[config.mk]
export PLATFORM = sky130hd
export DESIGN_NAME = lr_inference_sequencer
export DESIGN_NICKNAME = d
export VERILOG_FILES = /design/src/rtl/lr_inference_sequencer.sv
export SDC_FILE = /design/constraint.sdc
export NUM_CORES = 2
export LEC_CHECK = 0
export ABC_AREA = 1
export BUFFER_PORTS_ARGS = -buffer_cell sky130_fd_sc_hd__buf_4
export CORE_MARGIN = 5
export CORE_UTILIZATION = 40
export CTS_CLUSTER_DIAMETER = 60
export CTS_CLUSTER_SIZE = 14
export DETAILED_ROUTE_END_ITERATION = 8
export HOLD_SLACK_MARGIN = 0.08
export PLACE_DENSITY_LB_ADDON = 0.05
export SLEW_MARGIN = 25
export SYNTH_ARGS = -nofsm -noshare
export SYNTH_HDL_FRONTEND = slang
export SYNTH_SLANG_ARGS = --single-unit
[constraint.sdc]
create_clock -name S_AXI_ACLK -period 17 [get_ports S_AXI_ACLK]
set_input_delay 2.55 -clock S_AXI_ACLK [delete_from_list [all_inputs] [get_ports S_AXI_ACLK]]
set_output_delay 2.55 -clock S_AXI_ACLK [all_outputs]
set_load 0.02 [all_outputs]
[src/rtl/lr_inference_sequencer.sv]
// Sequential N-feature logistic-regression scorer: one signed MAC per cycle over paired BRAM words, then bias add and >0 threshold.
// Optional accumulator saturation is enabled by defining LR_ACC_SAT_EN (default: two's-complement wrap, sat_flag tied 0).
module lr_inference_sequencer #(
  parameter int DATA_WIDTH   = 32,
  parameter int ACC_WIDTH    = 72,
  parameter int MAX_FEATURES = 64,
  parameter int ADDR_WIDTH   = 6,
  parameter int FRAC_BITS    = 0
) (
  input  logic                  S_AXI_ACLK,
  input  logic                  S_AXI_ARESET,
  input  logic                  start,
  input  logic [ADDR_WIDTH:0]   len,
  input  logic [DATA_WIDTH-1:0] bias,
  input  logic                  abort,
  output logic                  mem_en,
  output logic [ADDR_WIDTH-1:0] mem_addr,
  input  logic [DATA_WIDTH-1:0] w_rdata,
  input  logic [DATA_WIDTH-1:0] x_rdata,
  output logic                  busy,
  output logic                  done,
  output logic [ACC_WIDTH-1:0]  score,
  output logic                  result,
  output logic                  sat_flag
);

`ifdef LR_ACC_SAT_EN
  localparam bit SAT_EN = 1'b1;
`else
  localparam bit SAT_EN = 1'b0;
`endif

  localparam logic [ADDR_WIDTH:0]          MAX_LEN  = (ADDR_WIDTH+1)'(MAX_FEATURES);
  localparam logic [ADDR_WIDTH:0]          LEN_ONE  = (ADDR_WIDTH+1)'(1);
  localparam logic [ADDR_WIDTH-1:0]        ADDR_ONE = ADDR_WIDTH'(1);
  localparam logic signed [ACC_WIDTH-1:0]  ACC_MAX  = {1'b0, {(ACC_WIDTH-1){1'b1}}};
  localparam logic signed [ACC_WIDTH-1:0]  ACC_MIN  = {1'b1, {(ACC_WIDTH-1){1'b0}}};

  typedef enum logic [2:0] {IDLE, RUN, DRAIN, FINAL, DONE} state_t;

  state_t                         state_q, state_d;
  logic [ADDR_WIDTH:0]            len_q;
  logic [ADDR_WIDTH:0]            len_clamped;
  logic [ADDR_WIDTH-1:0]          addr_q;
  logic signed [DATA_WIDTH-1:0]   bias_q;
  logic signed [ACC_WIDTH-1:0]    acc_q;
  logic                           vld_q;
  logic                           sat_job_q;
  logic                           start_ok;
  logic                           last_addr;

  logic signed [DATA_WIDTH-1:0]   w_s, x_s;
  logic signed [2*DATA_WIDTH-1:0] prod;
  logic signed [ACC_WIDTH-1:0]    prod_ext, bias_ext;
  logic [ACC_WIDTH:0]             acc_add, fin_add;

  // Returns {clipped, sum}; clipping only reported when saturation is built in.
  function automatic logic [ACC_WIDTH:0] sat_add(input logic signed [ACC_WIDTH-1:0] a,
                                                 input logic signed [ACC_WIDTH-1:0] b);
    logic signed [ACC_WIDTH-1:0] s;
    logic                        ov;
    s  = a + b;
    ov = (a[ACC_WIDTH-1] == b[ACC_WIDTH-1]) && (s[ACC_WIDTH-1] != a[ACC_WIDTH-1]);
    if (SAT_EN && ov) s = a[ACC_WIDTH-1] ? ACC_MIN : ACC_MAX;
    return {ov & SAT_EN, s};
  endfunction

  assign len_clamped = (len > MAX_LEN) ? MAX_LEN : len;
  assign start_ok    = (state_q == IDLE) && start && !abort;
  assign last_addr   = ({1'b0, addr_q} == (len_q - LEN_ONE));

  assign w_s      = $signed(w_rdata);
  assign x_s      = $signed(x_rdata);
  assign prod     = (2*DATA_WIDTH)'(w_s) * (2*DATA_WIDTH)'(x_s);
  assign prod_ext = ACC_WIDTH'(prod);
  assign bias_ext = ACC_WIDTH'(bias_q) <<< FRAC_BITS;
  assign acc_add  = sat_add(acc_q, prod_ext);
  assign fin_add  = sat_add(acc_q, bias_ext);

  always_comb begin
    state_d = state_q;
    case (state_q)
      IDLE:    if (start_ok) state_d = (len_clamped != '0) ? RUN : FINAL;
      RUN:     if (last_addr) state_d = DRAIN;
      DRAIN:   state_d = FINAL;
      FINAL:   state_d = DONE;
      DONE:    state_d = IDLE;
      default: state_d = IDLE;
    endcase
    if (abort) state_d = IDLE;
  end

  assign mem_en   = (state_q == RUN) && !abort;
  assign mem_addr = (state_q == RUN) ? addr_q : '0;
  assign busy     = (state_q != IDLE);
  assign done     = (state_q == DONE);

  always_ff @(posedge S_AXI_ACLK) begin
    if (S_AXI_ARESET) begin
      state_q   <= IDLE;
      len_q     <= '0;
      addr_q    <= '0;
      bias_q    <= '0;
      acc_q     <= '0;
      vld_q     <= 1'b0;
      sat_job_q <= 1'b0;
      score     <= '0;
      result    <= 1'b0;
      sat_flag  <= 1'b0;
    end else begin
      state_q <= state_d;
      // Read data returns one cycle after the enable; an abort kills it in flight.
      vld_q   <= mem_en;
      if (start_ok) begin
        len_q     <= len_clamped;
        bias_q    <= $signed(bias);
        addr_q    <= '0;
        acc_q     <= '0;
        sat_job_q <= 1'b0;
      end else begin
        if (mem_en) addr_q <= addr_q + ADDR_ONE;
        if (vld_q && !abort) begin
          acc_q <= acc_add[ACC_WIDTH-1:0];
          if (acc_add[ACC_WIDTH]) sat_job_q <= 1'b1;
        end
      end
      // Published results change only on completion, so an aborted job leaves them untouched.
      if (state_q == FINAL && !abort) begin
        score    <= fin_add[ACC_WIDTH-1:0];
        result   <= !fin_add[ACC_WIDTH-1] && (fin_add[ACC_WIDTH-1:0] != '0);
        sat_flag <= sat_job_q | fin_add[ACC_WIDTH];
      end
    end
  end

endmodule
After elaboration in Yosys (flattened, before gate mapping). Cells that the tools add are included. W data, S select, Z words.

Register bits after elaboration: 194. Logic and storage cells: 42. Output and inout port bits: 83. Input bits: 107.

Reductions and logical operators: 15. Eq/ne operators: 7. Add/sub/neg operators: 4. Magnitude comparators: 1. $mul: 1. Mux-type cells: 6.

Operators by type and width (count): $add A72 B32 Y72 (1); $add A72 B64 Y72 (1); $reduce_bool A72 Y1 (1); $mul A32 B32 Y64 (1); $pmux W3 S4 (1); $eq A6 B7 Y1 (1); $gt A7 B7 Y1 const B (1); $mux W7 (1); $reduce_bool A7 Y1 (1); $sub A7 B1 Y7 const B (1); $add A6 B1 Y6 const B (1); $eq A3 B2 Y1 const B (2); $logic_and A1 B1 Y1 (6); $mux W3 (2); $mux W6 (1); $ne A2 B2 Y1 const B (2); $reduce_or A2 Y1 (2); $eq A3 B1 Y1 const B (1); $eq A3 B3 Y1 const B (1); $logic_not A3 Y1 (1); $reduce_bool A3 Y1 (1); $logic_not A1 Y1 (2); $mux W2 (1); $reduce_and A2 Y1 (1).

Longest topological paths before layout.
Word-level depth: 6. Gate-level depth with buffers: 36.

Least setup slack after synthesis. No wires, ideal clock.

Kind: input to register. From: input port w_rdata[31]. To: register acc_q[61]. Path slack: 6.484 ns. Data arrival time: 10.403 ns. Stages on the path: 28. Buffers on the path: 1. Library setup time: 0.113 ns. Data required time: 16.887 ns. Path through: clkbuf_1 -> nand2_1 -> fa_1 -> inv_1 -> fa_1 -> fa_1 -> inv_1 -> fa_1 -> inv_1 -> fa_1 -> fa_1 -> fa_1 -> inv_1 -> fa_1 -> inv_1 -> ha_1 -> nand2_1 -> nor2_1 -> inv_1 -> nor2_1 -> inv_1 -> o21a_1 -> o311ai_1 -> nand2_1 -> nand2_1 -> nor2_1 -> o21ai_1 -> inv_1.

Word-level cells in the longest chain between the ends: 2.

Ends and longest elaborated chain: from (decl) (line 18) `input logic [DATA_WIDTH-1:0] w_rdata,`; $mul A32 B32 Y64 (line 74) `assign prod = (2*DATA_WIDTH)'(w_s) * (2*DATA_WIDTH)'(x_s);`; $add A72 B64 Y72 (line 62) `s = a + b;`; to (signal assigned) (line 123) `acc_q <= acc_add[ACC_WIDTH-1:0];`; to (decl) (line 46) `logic signed [ACC_WIDTH-1:0] acc_q;`.

No other way between the ends. A chain may end at the register's enable or synchronous reset.

Worst setup path in the final report.
From: input port w_rdata[31]. To: register acc_q[70].

The elaborated chain is that of the path after synthesis.

==> impl_metrics.csv <==
group,metric,value,unit
critical_path,rrSetupSlack,9.28,ns
cts,cts.repair.resized,0,
placement,placed_cells,9472,
route,drt_iter0_drc,2934,
sta,fmax,96.9,MHz
synthesis,syn_nets,9317,
floorplan,core_area,0.143,mm^2
cts,cts_hold_buf,0,
grt,grt_pass1_vias,47700,
sta,skew,0.0238,ns
placement,gp_congestion,0.958,
critical_path,path_class,"in -> reg",
cells_and_area,final_core_util,42.7,%
critical_path,critical_path.startpoint_type,"input port",
synthesis,synth_top_family_by_area,"adder cells",
cts,clock-sinks,194,
route,num_vias,46100,
floorplan,pin_count,190,
cts,h-tree-depth,4,
grt,grt_first_pass_wirelength,287,mm
synthesis,ys_top_cells_by_area,"fa_1 (45%), inv_1 (15%), nand2_1 (13%)",
sta,grt_setup_unrepaired,"no",
floorplan,start_util,40.2,%
cells_and_area,stdcell_count,9507,
cts,cts_made_buffers,17,
grt,grt-ovfl-total,0,
sta,relSlewSlack,35.6,%
critical_path,cp_common_cell,"inv_1",
critical_path,worstPathArrival,10.70,ns
synthesis,synth-xor-area-share,1.40,%
cts,insertion_delay,0.51,ns
cells_and_area,drive_above_1_share,4.62,%
cells_and_area,fin_nets,9288,
route,ant_nets,0,
synthesis,synthCells,7617,
worst_hold_path,hold_class,"reg -> reg",
critical_path,cp-end-kind,"register",
floorplan,dieArea,0.152,mm^2
synthesis,synth_top_area_share,44.6,%
route,via_per_inst,4.85,
synthesis,synth_compound_area_share,5.54,%
synthesis,netlist_area,0.0576,mm^2
cells_and_area,multi_input_comb_area,0.0444,mm^2
status,status,"complete, no violations",
cells_and_area,fill_cells,15100,
synthesis,synth_simple_gate_area_share,18.6,%
route,drc,0,
synthesis,seq_area_frac_synth,6.74,%
grt,grt_max_degree,99,
sta,worst_pin_slew,0.958,ns
synthesis,synth-adder-area-share,51.3,%
synthesis,synth_edf_count,0,
sta,hold_viol,0,
cts,clk_pin_slew_worst_paths,0.07,ns
critical_path,required,17.38,ns
grt,antenna_found_initial,6,
cells_and_area,fin_area,0.0613,mm^2
synthesis,ys_ff_latch,194,
synthesis,syn_area_per_cell,7.56,um^2
synthesis,async_reset_ff_share,0,%
route,wl,182,mm
cts,root_buffer,"clkbuf_16",
critical_path,slowest_delay,0.90,ns
floorplan,rows,139,
synthesis,synth_area_leader_cell,"fa_1",
route,drt_pre_antenna_iters,5,
run,drv_cap,0,
floorplan,die_h,390,um
sta,slew_viol_final,0,
route,wl_per_cell,19.2,um
grt,track_usage,24.5,%
critical_path,crit_path_top_delay_cell,"fa_1",
placement,place_area,0.0606,mm^2
cells_and_area,syn_to_final_growth,6.31,%
synthesis,dominantRegCellSynth,"dfxtp_1",
placement,portBuffers,188,
sta,finalSetupViolCount,0,
synthesis,netlist-cell-type-count,50,
sta,tns,0,ns
critical_path,cp_max_fo,32,
sta,finalCritPeriodShare,60.7,%
cells_and_area,regArea,0.00388,mm^2
placement,place_hpwl,159,mm
synthesis,synthMuxAreaShare,0,%
floorplan,die_w,390,um
cts,tritoncts,"yes",
synthesis,ys.warnings.count,0,
cts,cts.path.max_buffers,2,
sta,period_minus_slack,10.32,ns
cts,post_cts_buffers,0,
-- cells in the final DEF (no fill, tap or decap), types with 71 or more instances in the layout --
cell type     n
nand2_1    2047
a21oi_1     266
inv_1      2242
buf_4       203
o21ai_0     130
nand3_1     120
fa_1       1284
dfxtp_1     193
ha_1        308
nor2_1      309
o211ai_1     71
-- metal layers --
| layer | vias to the layer above | global-route usage, % | share of wire (%) |
|---|---|---|---|
| li1 | 21700 | - | - |
| met1 | 23300 | 35.5 | 46 |
| met3 | 161 | 2.52 | 4.6 |
| met5 | - | 0 | 0.022 |
| met2 | 992 | 40.2 | 47 |
| met4 | 6 | 4.73 | 2.0 |
-- cell families (layout without fill, tap and decap cells) --
group | count (synthesis) | in the layout
flip-flops | 194 | 194
buffers and inverters | 2506 | 2490
adder cells (fa/ha/maj) | 1593 | 1593
AND/OR/NAND/NOR | 2673 | 2673
XOR/XNOR | 92 | 92
other | 1 | 4
AO/OA/AOI/OAI | 558 | 558
-- flip-flops by register name (all words and copies together) (netlist names) --
signal	flops
vld_q	1
state_q	3
score	72
len_q	7
acc_q	72
result	1
addr_q	6
bias_q	32
-- layout make-up --
cell class              instances  area share (%)
flip-flops and latches        194            6.34
diodes                          3          0.0123
clock buffers                  17           0.695
clock inverters                15           0.353
well taps                    1903            3.89
multi-input cells            4917            72.4
inverters                    2255            13.8
repair buffers                203            2.49
-- worst max-delay path, delay by kind of cell --
kind / cells / cell delay, ns
buffers and inverters: 11 / 1.20
AND/OR/NAND/NOR: 5 / 0.50
adder cells (fa/ha/maj): 9 / 5.27
AO/OA/AOI/OAI: 5 / 1.13
-- per-stage QoR --
| step | hold slack, ns | worst slack (ns) |
|---|---|---|
| global route | 0.492 | 6.09 |
| floorplan | 0.450 | 6.48 |
| global placement | 0.459 | 6.15 |
| CTS | 0.476 | 6.64 |
| finish | 0.472 | 6.68 |
| detailed placement | 0.463 | 6.15 |
-- final timing paths --
| check | from | to | depth (start not counted) |
|---|---|---|---|
| setup / recovery | w_rdata[31] | acc_q[70] | 30 |
| hold reg to reg | bias_q[19] | bias_q[19] | 2 |
| hold / removal | bias_q[19] | bias_q[19] | 2 |
| setup reg to reg | acc_q[34] | acc_q[70] | 26 |
-- Yosys cell counts (5+ instances only) --
library cell     n
a221oi_1         5
dfxtp_1        194
xnor2_1         43
a31oi_1         14
inv_1         2243
nand2_2         24
inv_2           12
clkbuf_1       247
nor4_1          11
nor2_2          39
xor2_1          49
o211ai_1        71
nand2_1       2051
o21ai_0        130
fa_1          1285
nor3_1          21
nand3_1        120
nor2_1         310
o21bai_1        13
nand3b_1        14
nand3_2         15
o21ai_1         14
ha_1           308
nand4_1         50
a21oi_1        266
a21o_1          10
o21a_1          13
Power is not shown: default switching activity piles up to over one toggle a cycle in this logic, so the estimate is an artifact.
